==> config.mk <==
export PLATFORM = sky130hd
export DESIGN_NAME = rx_frame_ctrl
export DESIGN_NICKNAME = d
export VERILOG_FILES = /design/src/rtl/rx_frame_ctrl.sv
export SDC_FILE = /design/constraint.sdc
export NUM_CORES = 1
export LEC_CHECK = 0
export BUFFER_PORTS_ARGS = -buffer_cell sky130_fd_sc_hd__buf_4
export CORE_MARGIN = 3
export CORE_UTILIZATION = 55
export CTS_CLUSTER_DIAMETER = 30
export DETAILED_ROUTE_END_ITERATION = 8
export PLACE_DENSITY_LB_ADDON = 0.15
export SYNTH_ARGS = -nofsm -noshare
export SYNTH_HDL_FRONTEND = slang
export SYNTH_SLANG_ARGS = --single-unit
==> constraint.sdc <==
create_clock -name sample_clk -period 2.45 [get_ports sample_clk]
set_input_delay 0.1225 -clock sample_clk [delete_from_list [all_inputs] [get_ports sample_clk]]
set_output_delay 0.1225 -clock sample_clk [all_outputs]
set_load 0.02 [all_outputs]
==> src/rtl/rx_frame_ctrl.sv <==
// Receive frame controller: assembles LSB-first characters from sampler strobes into a
// one-entry valid/ready buffer, flagging inter-bit timeouts and buffer overruns.
module rx_frame_ctrl #(
  parameter int unsigned SAMPLE_RATIO = 16,
  parameter int unsigned DATA_BITS    = 8,
  parameter int unsigned TIMEOUT      = 2 * SAMPLE_RATIO
) (
  input  logic                 sample_clk,
  input  logic                 rst_n,
  input  logic                 enable,
  input  logic                 din,
  input  logic                 sample_sig,
  input  logic                 clear_status,
  input  logic                 rx_ready,
  output logic [DATA_BITS-1:0] rx_data,
  output logic                 rx_valid,
  output logic                 overrun,
  output logic                 frame_timeout,
  output logic                 busy
);

  localparam int unsigned       TimerW   = $clog2(TIMEOUT + 1);
  localparam logic [TimerW-1:0] TimerMax = TimerW'(TIMEOUT - 1);
  localparam logic [TimerW-1:0] TimerOne = TimerW'(1);
  localparam logic [3:0]        LastBit  = 4'(DATA_BITS - 1);

  typedef enum logic {StIdle, StCollect} state_e;

  state_e                state_q, state_d;
  logic [DATA_BITS-1:0]  shift_q, shift_d;
  logic [3:0]            bit_cnt_q, bit_cnt_d;
  logic [TimerW-1:0]     timer_q, timer_d;
  logic [DATA_BITS-1:0]  rx_data_q, rx_data_d;
  logic                  rx_valid_q, rx_valid_d;
  logic                  overrun_q, overrun_d;
  logic                  frame_timeout_q, frame_timeout_d;
  logic [DATA_BITS-1:0]  shifted;
  logic                  complete;

  assign shifted = {din, shift_q[DATA_BITS-1:1]};

  always_comb begin
    state_d         = state_q;
    shift_d         = shift_q;
    bit_cnt_d       = bit_cnt_q;
    timer_d         = timer_q;
    frame_timeout_d = 1'b0;
    complete        = 1'b0;

    unique case (state_q)
      StIdle: begin
        bit_cnt_d = 4'd0;
        timer_d   = '0;
        if (enable && sample_sig) begin
          shift_d   = shifted;
          bit_cnt_d = 4'd1;
          state_d   = StCollect;
        end
      end
      StCollect: begin
        if (!enable) begin
          state_d   = StIdle;
          bit_cnt_d = 4'd0;
          timer_d   = '0;
        end else if (sample_sig) begin
          // A strobe beats a simultaneous timer expiry.
          shift_d = shifted;
          timer_d = '0;
          if (bit_cnt_q == LastBit) begin
            complete  = 1'b1;
            state_d   = StIdle;
            bit_cnt_d = 4'd0;
          end else begin
            bit_cnt_d = bit_cnt_q + 4'd1;
          end
        end else if (timer_q == TimerMax) begin
          frame_timeout_d = 1'b1;
          state_d         = StIdle;
          bit_cnt_d       = 4'd0;
          timer_d         = '0;
        end else begin
          timer_d = timer_q + TimerOne;
        end
      end
      default: state_d = StIdle;
    endcase
  end

  always_comb begin
    rx_data_d  = rx_data_q;
    rx_valid_d = rx_valid_q;
    overrun_d  = overrun_q;

    if (clear_status) begin
      overrun_d = 1'b0;
    end

    if (complete) begin
      if (!rx_valid_q || rx_ready) begin
        rx_data_d  = shifted;
        rx_valid_d = 1'b1;
      end else begin
        overrun_d = 1'b1;
      end
    end else if (rx_valid_q && rx_ready) begin
      rx_valid_d = 1'b0;
    end
  end

  always_ff @(posedge sample_clk or negedge rst_n) begin
    if (!rst_n) begin
      state_q         <= StIdle;
      shift_q         <= '0;
      bit_cnt_q       <= 4'd0;
      timer_q         <= '0;
      rx_data_q       <= '0;
      rx_valid_q      <= 1'b0;
      overrun_q       <= 1'b0;
      frame_timeout_q <= 1'b0;
    end else begin
      state_q         <= state_d;
      shift_q         <= shift_d;
      bit_cnt_q       <= bit_cnt_d;
      timer_q         <= timer_d;
      rx_data_q       <= rx_data_d;
      rx_valid_q      <= rx_valid_d;
      overrun_q       <= overrun_d;
      frame_timeout_q <= frame_timeout_d;
    end
  end

  assign rx_data       = rx_data_q;
  assign rx_valid      = rx_valid_q;
  assign overrun       = overrun_q;
  assign frame_timeout = frame_timeout_q;
  assign busy          = (state_q == StCollect);

endmodule
# ---- Word level (Yosys, flattened, before mapping)
# Cells that the tools add are included.
dict set report classes {
  addsub 2
  n_reduce_logical 8
  eq_ne 7
  bitwise_logic 1
  muxes 34
}
# operator count
set op_table {}
lappend op_table {{2-to-1 mux 8 bit} 3}
lappend op_table {{2-to-1 mux 1 bit} 20}
lappend op_table {{2-to-1 mux 6 bit} 3}
lappend op_table {{2-to-1 mux 4 bit} 4}
lappend op_table {{case mux 8 bit (2 select lines)} 1}
lappend op_table {{case mux 6 bit (2 select lines)} 1}
lappend op_table {{case mux 4 bit (2 select lines)} 1}
lappend op_table {{adder 6 x 1 -> 6 bit (second input constant)} 1}
lappend op_table {{equality test 6 x 5 -> 1 bit (second input constant)} 1}
lappend op_table {{inequality test 2 bit (second input constant)} 3}
lappend op_table {{adder 4 x 1 -> 4 bit (second input constant)} 1}
lappend op_table {{equality test 4 x 3 -> 1 bit (second input constant)} 1}
lappend op_table {{inequality test 4 x 3 -> 1 bit (second input constant)} 1}
lappend op_table {{AND reduction 2 bit} 2}
lappend op_table {{AND reduction 3 bit} 1}
lappend op_table {{logical AND 1 bit} 2}
lappend op_table {{inequality test 2 x 1 -> 1 bit (second input constant)} 1}
lappend op_table {{case mux 1 bit (2 select lines)} 1}
lappend op_table {{nonzero test 2 bit} 1}
lappend op_table {{logical NOT 1 bit} 1}
lappend op_table {{logical OR 1 bit} 1}
lappend op_table {{inverter 1 bit} 1}
dict set report word_totals {
  out_inout_bits 12
  word_cells 60
  input_bits 7
  reg_bits 30
}

# ---- Depth between registers and ports, before layout
# Gate-level depths: netlist (run 1).
dict set report depth {
  word_depth 7
  ltp_mapped 5
  depth_no_buf 4
}

# ---- Worst setup path after synthesis (run 1)
# Ideal clock, no wire load.
dict set report synth_timing {
  kind {flip-flop to flip-flop}
  from {register bit_cnt_q[0]}
  to {register rx_data_q[0] (netlist: rx_data[0])}
  t_required_ns 2.325
  t_arrival_ns 1.395
  setup_slack_ns 0.930
  setup_time_ns 0.125
  synth_period_minus_slack_ns 1.520
  path_stages_with_launch 6
  cell_sequence {dfrtp_1 > ha_1 > and3b_4 > and3_4 > buf_12 > mux2_4}
}
dict set report synth_via {
  elab_chain_len 6
}
# element line
set synth_rtl {}
lappend synth_rtl {{start: declaration} 31} ;# logic [3:0] bit_cnt_q, bit_cnt_d;
lappend synth_rtl {{start signal: assignment} 123} ;# bit_cnt_q <= bit_cnt_d;
lappend synth_rtl {{equality test 4 x 3 -> 1 bit} 69} ;# if (bit_cnt_q == LastBit) begin
lappend synth_rtl {{2-to-1 mux 1 bit} 69}
lappend synth_rtl {{2-to-1 mux 1 bit} 65} ;# end else if (sample_sig) begin
lappend synth_rtl {{2-to-1 mux 1 bit} 61} ;# if (!enable) begin
lappend synth_rtl {{2-to-1 mux 1 bit} 50} ;# unique case (state_q)
lappend synth_rtl {{AND reduction 2 bit (no source line)} -}
lappend synth_rtl {{end signal: assignment} 125} ;# rx_data_q <= rx_data_d;
lappend synth_rtl {{end: declaration} 33} ;# logic [DATA_BITS-1:0] rx_data_q, rx_data_d;
# Every way passes these cells.
# A chain may end at the register's enable or synchronous reset.

# ---- Final worst setup path (run 1)
# Ends and elaborated chain as after synthesis.

==> impl_metrics.env, run 1 <==
export IMPL_worstHoldPathType="in2reg"
export IMPL_maxCapViolCount=0
export IMPL_p_seq_frac=0.602
export IMPL_finalSetupTns_ps=0
export IMPL_grt_pass1_wl_mm=3.40
export IMPL_synth_cell_types=27
export IMPL_clk_latency_ps=320
export IMPL_worstPathMaxFanout=8
export IMPL_p_per_area_mw_per_mm2=629
export IMPL_cts_buffer_depth=2
export IMPL_worstSetupEndpointType="register"
export IMPL_grt_ovfl_total=0
export IMPL_grt_max_degree=30
export IMPL_clock_sinks=29
export IMPL_clk_pin_slew_ps=90
export IMPL_fin_skew_ps=8.13
export IMPL_max_clock_freq_ghz=0.634
export IMPL_post_route_util=0.717
export IMPL_synthTopCellsByCount="dfrtp_1, mux2_4, mux2_2"
export IMPL_start_util=0.609
export IMPL_synth_top_cell_area_share=0.578
export IMPL_fin_crit_ps=1580
export IMPL_synthFlopType="dfrtp_1"
export IMPL_avgSynthCellArea_um2=13.1
export IMPL_cts_tree="yes"
export IMPL_vias=768
export IMPL_swShare=0.235
export IMPL_rows=16
export IMPL_rsz0062_at_grt="no"
export IMPL_first_global_vias=769
export IMPL_syn2layout_area_growth_pct=17.8
export IMPL_drive_gt1_frac=0.352
export IMPL_antenna_diode_count=0
export IMPL_start_kind="register"
export IMPL_synth_area_leaders="dfrtp_1, mux2_4, mux2_2"
export IMPL_crit_chain="ha_1 > and3b_4 > and3_4 > mux2_4"
export IMPL_crit_required_ps=2650
export IMPL_yosysWarnings=0
export IMPL_pwr_share_clk=0.308
export IMPL_synth_nets=105
export IMPL_grtUsageTotal=0.174
export IMPL_status="complete, no violations"
export IMPL_io_buffers=18
export IMPL_layout_nets=131
export IMPL_worst_path_largest_cell_delay_ps=400
export IMPL_fill_cells=151
export IMPL_pin_count=19
export IMPL_relSlewSlack=0.766
export IMPL_synth_top_area_cell="dfrtp_1"
export IMPL_synthArstFlopShare=1.00
export IMPL_multi_input_area_um2=487
export IMPL_seqCellArea_um2=726
export IMPL_coreArea_mm2=0.00206
export IMPL_synth_edf_count=0
export IMPL_worst_slack_ps=873
export IMPL_die_area_mm2=0.00289
export IMPL_setup_viol=0
export IMPL_placed_cell_area_mm2=0.00140
export IMPL_slowest_stage="dfrtp_1"
export IMPL_netlist_area_mm2=0.00125
export IMPL_finalHoldViolCount=0
export IMPL_wl_per_cell_um=13.4
export IMPL_synthCells=96
export IMPL_viasPerCell=5.15
export IMPL_gp_congestion=0.815
export IMPL_drt_iter0_drc=2
export IMPL_drt_wl_total_mm=2.00
export IMPL_finalCritPeriodShare=0.644
export IMPL_final_max_slew_viol_count=0
export IMPL_p_int_uw=712
export IMPL_pre_cts_ws_ps=888
export IMPL_antenna_left=0
export IMPL_cts_buffers=5
export IMPL_hold_ws_ps=34.7
export IMPL_ys_seq_elements=29
export IMPL_worst_pin_slew_ps=352
export IMPL_worst_endpoint_arrival_ps=1780
export IMPL_die_h_um=53.8
export IMPL_antenna_found_initial=0
export IMPL_die_w_um=53.8
export IMPL_synth_seq_area_share=0.578
export IMPL_cts_root_buf="clkbuf_4"
export IMPL_h_tree_depth=2
export IMPL_rrSetupSlack_ps=870
export IMPL_criticalPathCategory="reg2reg"
export IMPL_p_comb_frac=0.090
export IMPL_p_leak_uw=0.000700
export IMPL_synth_most_common_cell="dfrtp_1"
export IMPL_vdd_ir_drop_max_mv=0.385
export IMPL_drt_pass1_iter_count=4
export IMPL_p_sw_uw=219
export IMPL_hpwl_mm=1.45
export IMPL_design_area_mm2=0.00148
export IMPL_drc=0
## through the flow
step | power [µW] | std cells
4_1_cts | 945 | 149
2_1_floorplan | 614 | 96
3_5_place_dp | 654 | 140
5_1_grt | 979 | 149
3_3_place_gp | 645 | 140
6_report | 931 | 149
## layer usage
| layer | vias up | wire [µm] | GRT usage |
|---|---|---|---|
| met4 | 0 | 44 | 0.0894 |
| met3 | 7 | 90 | 0.0831 |
| met1 | 359 | 875 | 0.185 |
| li1 | 389 | - | - |
| met2 | 13 | 989 | 0.284 |
| met5 | - | 0 | 0 |
## placed cells by master (no fill, tap or decap)
cell           netlist  routed
nand3_1              5       5
nand2_1              5       5
nor2_1               6       6
nand4_1              1       1
clkbuf_8             0       1
a21oi_1              3       3
or4_1                1       1
clkbuf_4             0       5
o211ai_1             1       1
dfrtp_1             29      29
a31oi_1              1       1
ha_1                 2       2
nor3_1               1       1
o21ai_0              3       3
o21a_1               2       2
xor2_1               2       2
nand3b_1             1       1
o21bai_2             1       1
or3_1                1       1
dlygate4sd3_1        0       2
xnor2_1              1       1
mux2_2               7       7
a21boi_0             1       1
and3b_4              1       1
clkbuf_1             0       1
inv_1                6       6
and3_4               2       2
nand2b_1             2       2
o22ai_1              2       2
buf_4                0      18
mux2_4               8       8
## state kept, by name (all words and copies together), names as in the netlist
name and flops:
timer_q 6, overrun 1, busy 1, shift_q 7
bit_cnt_q 4, rx_data 8, rx_valid 1, frame_timeout 1
## area by class of cell
type                       instances  share of cell area
inverter                           6              0.0152
sequential                        29               0.491
multi-input combinational         60               0.329
timing repair buffer              20               0.105
tap                               27              0.0228
clock buffer                       7              0.0372
## worst paths after layout
kind	from	endpoint	cells after the start
min in group asynchronous	rst_n	rx_data[3]	2
max	bit_cnt_q[0]	rx_data[0]	4
max in group asynchronous	rst_n	shift_q[2]	2
min reg2reg	timer_q[0]	timer_q[0]	1
min	din	rx_data[7]	2
max reg2reg	bit_cnt_q[0]	rx_data[0]	4
## cell families (layout without fill, tap and decap cells)
logic type / after synthesis / in the layout / synth area share
simple gates: 26 / 26 / 0.117
mux: 15 / 15 / 0.159
fa+ha+maj: 2 / 2 / 0.0199
compound gates: 14 / 14 / 0.0718
xor+xnor: 3 / 3 / 0.0209
flops: 29 / 29 / 0.578
buf+inv: 7 / 33 / 0.0339
## power groups by stage
stage / sequential, µW / combinational [µW] / clock (µW)
CTS: 561 / 85.5 / 298
detailed placement: 571 / 83.0 / 0
floorplan: 560 / 53.9 / 0
global route: 567 / 91.3 / 320
finish: 560 / 83.7 / 287
global placement: 566 / 79.5 / 0
## critical path, delay by kind of cell, from the launching register on
kind	cells	cell delay, ps
adder cells (fa/ha/maj)	1	230
flip-flops	1	400
multiplexers	1	310
AND/OR/NAND/NOR	2	520
## what timing repair did
action | 4_1_cts | 5_1_grt
setup buffers | 0 | 0
resized for setup | 0 | 0
endpoints found under the hold margin | 30 | 0
hold buffers | 2 | 0
Note: power is estimated with default switching activity, not from simulation.
==> run 2, diff against run 1 <==
--- a/config.mk
+++ b/config.mk
@@ -5,9 +5,10 @@
 export SDC_FILE = /design/constraint.sdc
 export NUM_CORES = 1
 export LEC_CHECK = 0
+export ABC_AREA = 1
 export BUFFER_PORTS_ARGS = -buffer_cell sky130_fd_sc_hd__buf_4
 export CORE_MARGIN = 3
-export CORE_UTILIZATION = 55
+export CORE_UTILIZATION = 49
 export CTS_CLUSTER_DIAMETER = 30
 export DETAILED_ROUTE_END_ITERATION = 8
 export PLACE_DENSITY_LB_ADDON = 0.15
==> constraint.sdc (replaced) <==
create_clock -name sample_clk -period 1.3 [get_ports sample_clk]
set_input_delay 0.065 -clock sample_clk [delete_from_list [all_inputs] [get_ports sample_clk]]
set_output_delay 0.065 -clock sample_clk [all_outputs]
set_load 0.02 [all_outputs]
==> run 2 against run 1 <==
  * The flow now finishes with violations (setup timing)
  * Via count rose by 28%
  * Register-to-register slack got worse by 880 ps
  * Fmax rose by 21%
  * Clock power rose by 80%
  * Combinational power rose by 120%
  * First-iteration DRC count rose to 8.5 times the previous value
  * Hold slack got worse by 24 ps
  * Critical path depth rose by 4
==> impl_metrics.env, run 2 <==
export IMPL_status="finished, violations left"
export IMPL_violations="setup timing"
export IMPL_synth_top_area_cell="dfrtp_1"
export IMPL_setup_viol=2
export IMPL_rrSetupSlack_ps=-7
export IMPL_relSlewSlack=0.759
export IMPL_die_w_um=56.7
export IMPL_final_common_cell="dfrtp_1"
export IMPL_grt_pass1_wl_mm=4.47
export IMPL_cts_root_buf="clkbuf_4"
export IMPL_worstPathMaxFanout=2
export IMPL_finalCritPeriodShare=1.01
export IMPL_yosys_area_share_simple=0.208
export IMPL_grt_max_degree=30
export IMPL_vdd_ir_drop_max_mv=0.857
export IMPL_synth_most_common_cell="dfrtp_1"
export IMPL_cts_buffers=5
export IMPL_worst_slack_ps=-7.08
export IMPL_synth_cell_types=23
export IMPL_worst_endpoint_arrival_ps=1520
export IMPL_final_cell_count_no_fill=199
export IMPL_start_kind="register"
export IMPL_clk_pin_slew_ps=90
export IMPL_p_leak_uw=0.000800
export IMPL_rsz0062_at_grt="yes"
export IMPL_antenna_left=0
export IMPL_fin_crit_ps=1310
export IMPL_synthTopCellsByCount="dfrtp_1, nand2_1, inv_1"
export IMPL_synthFlopType="dfrtp_1"
export IMPL_die_h_um=56.7
export IMPL_first_global_vias=1023
export IMPL_finalSetupTns_ps=-9.09
export IMPL_cts_buffer_depth=2
export IMPL_synth_nets=141
export IMPL_hpwl_mm=1.65
export IMPL_clock_sinks=29
export IMPL_synth_top_cell_area_share=0.577
export IMPL_yosysWarnings=0
export IMPL_viasPerCell=4.92
export IMPL_coreArea_mm2=0.00232
export IMPL_synth_seq_area_share=0.577
export IMPL_drt_wl_total_mm=2.44
export IMPL_synthCells=132
export IMPL_ys_seq_elements=29
export IMPL_largest_reg_flops=8
export IMPL_p_per_area_mw_per_mm2=1020
export IMPL_avgSynthCellArea_um2=9.53
export IMPL_final_max_slew_viol_count=0
export IMPL_wl_per_cell_um=12.2
export IMPL_gp_congestion=0.801
export IMPL_worst_pin_slew_ps=362
export IMPL_crit_required_ps=1510
export IMPL_fin_skew_ps=8.48
export IMPL_layout_nets=179
export IMPL_worstSetupEndpointType="register"
export IMPL_synth_area_leaders="dfrtp_1, nand2_1, inv_1"
export IMPL_maxCapViolCount=0
export IMPL_h_tree_depth=2
export IMPL_criticalPathCategory="reg2reg"
export IMPL_synth_compound_area_frac=0.108
export IMPL_fill_cells=179
export IMPL_die_area_mm2=0.00321
export IMPL_synthArstFlopShare=1.00
export IMPL_synth_top_family_by_area="simple AND/OR/NAND/NOR gates"
export IMPL_clk_latency_ps=320
export IMPL_post_route_util=0.711
export IMPL_start_util=0.542
export IMPL_layout_common_cells="dfrtp_1, buf_4, nand2_1"
export IMPL_worstHoldPathType="in2reg"
export IMPL_synthAdderAreaFrac=0.0199
export IMPL_vias=980
export IMPL_grtUsageTotal=0.185
export IMPL_cts_tree="yes"
export IMPL_drt_pass1_iter_count=4
export IMPL_place_inst=183
export IMPL_antenna_diode_count=0
export IMPL_grt_ovfl_total=0
export IMPL_drive_gt1_frac=0.351
export IMPL_synth_edf_count=0
export IMPL_drt_iter0_drc=17
export IMPL_pin_count=19
export IMPL_drc=0
export IMPL_netlist_area_mm2=0.00126
export IMPL_synthMuxAreaShare=0
export IMPL_syn2layout_area_growth_pct=31.1
export IMPL_synth_xor_area_share=0.0139
export IMPL_rows=17
export IMPL_antenna_found_initial=0
export IMPL_io_buffers=18
export IMPL_max_clock_freq_ghz=0.765
export IMPL_finalHoldViolCount=0
-- run 2: cell types whose count changed in the layout (fill, tap and decap cells not counted), sizes merged, moves of 3 or more --
cell	previous run	this run
buf	18	29
clkinv	0	3
inv	6	19
mux2	15	0
nand2	5	32
nand3	5	8
nor2	6	12
o21ai	3	18
-- run 2: final cells by class --
type | count | area [µm²] | area share
Clock buffer | 6 | 41.3 | 0.0250
Clock inverter | 2 | 10.0 | 0.00607
Inverter | 20 | 76.3 | 0.0463
Multi-Input combinational cell | 82 | 509 | 0.309
Sequential cell | 29 | 726 | 0.440
Tap cell | 28 | 35.0 | 0.0212
Timing Repair Buffer | 32 | 251 | 0.153
-- run 2: per-stage QoR --
step                power [µW]  instance area [µm²]  hold slack, ps  setup WS [ps]
floorplan                 1090                 1260            -231           20.4
global placement          1170                 1470            2.09           28.3
detailed placement        1170                 1470            4.67          -11.2
CTS                       1700                 1630            2.84          -25.6
global route              1780                 1650            28.2           -138
finish                    1680                 1650            10.9          -7.08
-- run 2: worst max-delay path: stages (launching register included) --
cell     delay, ps
dfrtp_1        360
ha_2           190
nand2_2         50
inv_2           70
nand2_4         60
buf_4          140
nand3_1         70
nand2_2         60
or2_1          200
-- run 2: per-layer routing --
layer  global-route usage  vias up  part of all wire
li1                     -      497                 -
met1                0.224      456              0.45
met2                0.292       22              0.48
met3               0.0575        5             0.050
met4               0.0949        0             0.017
met5                    0        -                 0
-- run 2: kinds of logic after synthesis --
logic type	after synthesis
adders and majority gates	2
AOI/OAI and AO/OA	21
DFF	29
xor gates and xnor gates	2
buffers and inverters	22
and+or+nand+nor	56
-- run 2: worst paths after layout --
path	from	to	depth (start not counted)
worst max-delay path	bit_cnt_q[1]	busy	8
worst min-delay path	rx_ready	overrun	4
worst max register to register	bit_cnt_q[1]	busy	8
worst min register to register	rx_data[0]	rx_data[0]	2
max in group asynchronous	rst_n	frame_timeout	2
min in group asynchronous	rst_n	rx_data[4]	2
-- run 2: what timing repair did --
item,4_1_cts,5_1_grt
hold endpoints to repair,31,0
endpoints found under the setup margin,8,14
pin swaps,7,4
gates cloned,1,0
buffers inserted,3,1
resized for setup,9,4
hold buffers,3,0
-- run 2: power by group --
group / leakage (µW) / internal, µW / switching [µW]
clock: 0.0000320 / 206 / 312
sequential: 0.000396 / 951 / 26.9
combinational: 0.000372 / 75.9 / 111
total: 0.000800 / 1230 / 450
==> run 3, diff against run 2 <==
--- a/config.mk
+++ b/config.mk
@@ -11,6 +11,7 @@
 export CORE_UTILIZATION = 49
 export CTS_CLUSTER_DIAMETER = 30
 export DETAILED_ROUTE_END_ITERATION = 8
+export HOLD_SLACK_MARGIN = 0.02
 export PLACE_DENSITY_LB_ADDON = 0.15
 export SYNTH_ARGS = -nofsm -noshare
 export SYNTH_HDL_FRONTEND = slang
==> run 3 against run 2 <==
  * The run still ends with setup timing left
  * Count of clock-buffer cells in the layout unchanged
  * Via count up 0.31%
  * Power up 1.2%
  * Largest cell class unchanged
  * Highest routed layer unchanged
==> impl_metrics.env, run 3 (synthesis gave the netlist of run 2 again) <==
export IMPL_die_w_um=56.7
export IMPL_clk_pin_slew_ps=90
export IMPL_maxCapViolCount=0
export IMPL_antenna_diode_count=0
export IMPL_p_per_area_mw_per_mm2=1010
export IMPL_syn2layout_area_growth_pct=33.5
export IMPL_clock_sinks=29
export IMPL_rr_worst_depth=7
export IMPL_worstPathMaxFanout=8
export IMPL_hpwl_mm=1.65
export IMPL_max_clock_freq_ghz=0.763
export IMPL_start_kind="register"
export IMPL_antenna_found_initial=0
export IMPL_cts_tree="yes"
export IMPL_cts_root_buf="clkbuf_4"
export IMPL_violations="setup timing"
export IMPL_p_leak_uw=0.000809
export IMPL_grt_ovfl_total=0
export IMPL_grtUsageTotal=0.185
export IMPL_vias=983
export IMPL_drc=0
export IMPL_first_global_vias=1027
export IMPL_start_util=0.542
export IMPL_worst_endpoint_arrival_ps=1580
export IMPL_final_cell_count_no_fill=201
export IMPL_status="finished, violations left"
export IMPL_final_max_slew_viol_count=0
export IMPL_cp_common_cell="nand2_4"
export IMPL_crit_required_ps=1570
export IMPL_coreArea_mm2=0.00232
export IMPL_grt_pass1_wl_mm=4.46
export IMPL_clk_latency_ps=340
export IMPL_die_area_mm2=0.00321
export IMPL_cp_top_family="simple AND/OR/NAND/NOR gates"
export IMPL_layout_common_cells="dfrtp_1, buf_4, nand2_1"
export IMPL_cp_num_buf_inv=1
export IMPL_die_h_um=56.7
export IMPL_worstHoldPathType="in2reg"
export IMPL_min_path_cells=4
export IMPL_rsz0062_at_grt="yes"
export IMPL_antenna_left=0
export IMPL_fin_skew_ps=8.28
export IMPL_drt_pass1_iter_count=4
export IMPL_cts_buffer_depth=2
export IMPL_io_buffers=18
export IMPL_vdd_ir_drop_max_mv=0.864
export IMPL_grt_max_degree=30
export IMPL_pin_count=19
export IMPL_viasPerCell=4.89
export IMPL_layout_nets=181
export IMPL_drt_wl_total_mm=2.50
export IMPL_final_common_cell="dfrtp_1"
export IMPL_place_inst=183
export IMPL_wl_per_cell_um=12.4
export IMPL_crit_chain="ha_2 > nand2_2 > inv_2 > nand2_4 > nor2_4 > nand2_4 > o21ai_2"
export IMPL_relSlewSlack=0.757
export IMPL_gp_congestion=0.801
export IMPL_drt_iter0_drc=10
export IMPL_finalHoldViolCount=0
export IMPL_total_power_uw=1700
export IMPL_slowest_stage="dfrtp_1"
export IMPL_worst_slack_ps=-11.1
export IMPL_criticalPathCategory="reg2reg"
export IMPL_finalCritPeriodShare=1.01
export IMPL_fin_crit_ps=1310
export IMPL_setup_viol=3
export IMPL_rows=17
export IMPL_worst_pin_slew_ps=364
export IMPL_largest_reg_flops=8
export IMPL_worstSetupPathDepth=7
export IMPL_cts_buffers=5
export IMPL_worst_path_largest_cell_delay_ps=370
export IMPL_worstSetupEndpointType="register"
export IMPL_h_tree_depth=2
export IMPL_drive_gt1_frac=0.353
run 3: power breakdown:
| part | internal [µW] | leakage (µW) | switching [µW] | total (µW) |
|---|---|---|---|---|
| Sequential | 951 | 0.000396 | 26.8 | 978 |
| Clock | 205 | 0.0000320 | 326 | 532 |
| Combinational | 81.0 | 0.000381 | 113 | 194 |
| Total | 1240 | 0.000809 | 466 | 1700 |
run 3: cell type report:
cell class	count	area [µm²]
Clock buffer	6	41.3
Clock inverter	2	10.0
Fill cell	171	639
Inverter	20	76.3
Multi-Input combinational cell	82	515
Sequential cell	29	726
Tap cell	28	35.0
Timing Repair Buffer	34	275
run 3: metrics by stage:
stage          TNS [ps]  hold slack (ps)  setup slack (ps)  area, µm²  utilization
2_1_floorplan         0             -231              20.4       1260            -
3_3_place_gp          0             2.09              28.3       1470        0.635
3_5_place_dp      -28.7             4.67             -11.2       1470        0.635
4_1_cts           -25.6             39.1             -25.6       1650        0.711
5_1_grt           -1220             30.6              -137       1680        0.724
6_report          -27.5             18.3             -11.1       1680        0.724
run 3: path summary, 6_finish.rpt:
check	from	end	slack [ps]
setup / recovery	bit_cnt_q[0]	rx_data[1]	-10
hold / removal	rx_ready	overrun	20
setup reg to reg	bit_cnt_q[0]	rx_data[1]	-10
max in group asynchronous	rst_n	shift_q[1]	850
hold reg to reg	shift_q[5]	shift_q[5]	490
min in group asynchronous	rst_n	shift_q[5]	180
run 3: per-layer routing:
metal,track usage,wire (µm),up-vias
li1,-,-,502
met1,0.221,1110,455
met2,0.299,1200,19
met3,0.0552,122,7
met4,0.0949,63,0
met5,0,0,-
run 3: repair_timing:
item | 4_1_cts | 5_1_grt
gates resized for setup | 9 | 8
hold endpoints to repair | 32 | 0
hold buffers | 5 | 0
pin swaps | 7 | 9
endpoints found under the setup margin | 8 | 15
setup buffers | 3 | 2
cloned | 1 | 0
run 3: worst min-delay path: stages:
cell	delay, ps
buf_4	80
inv_1	50
nand3_2	70
o21ai_1	60
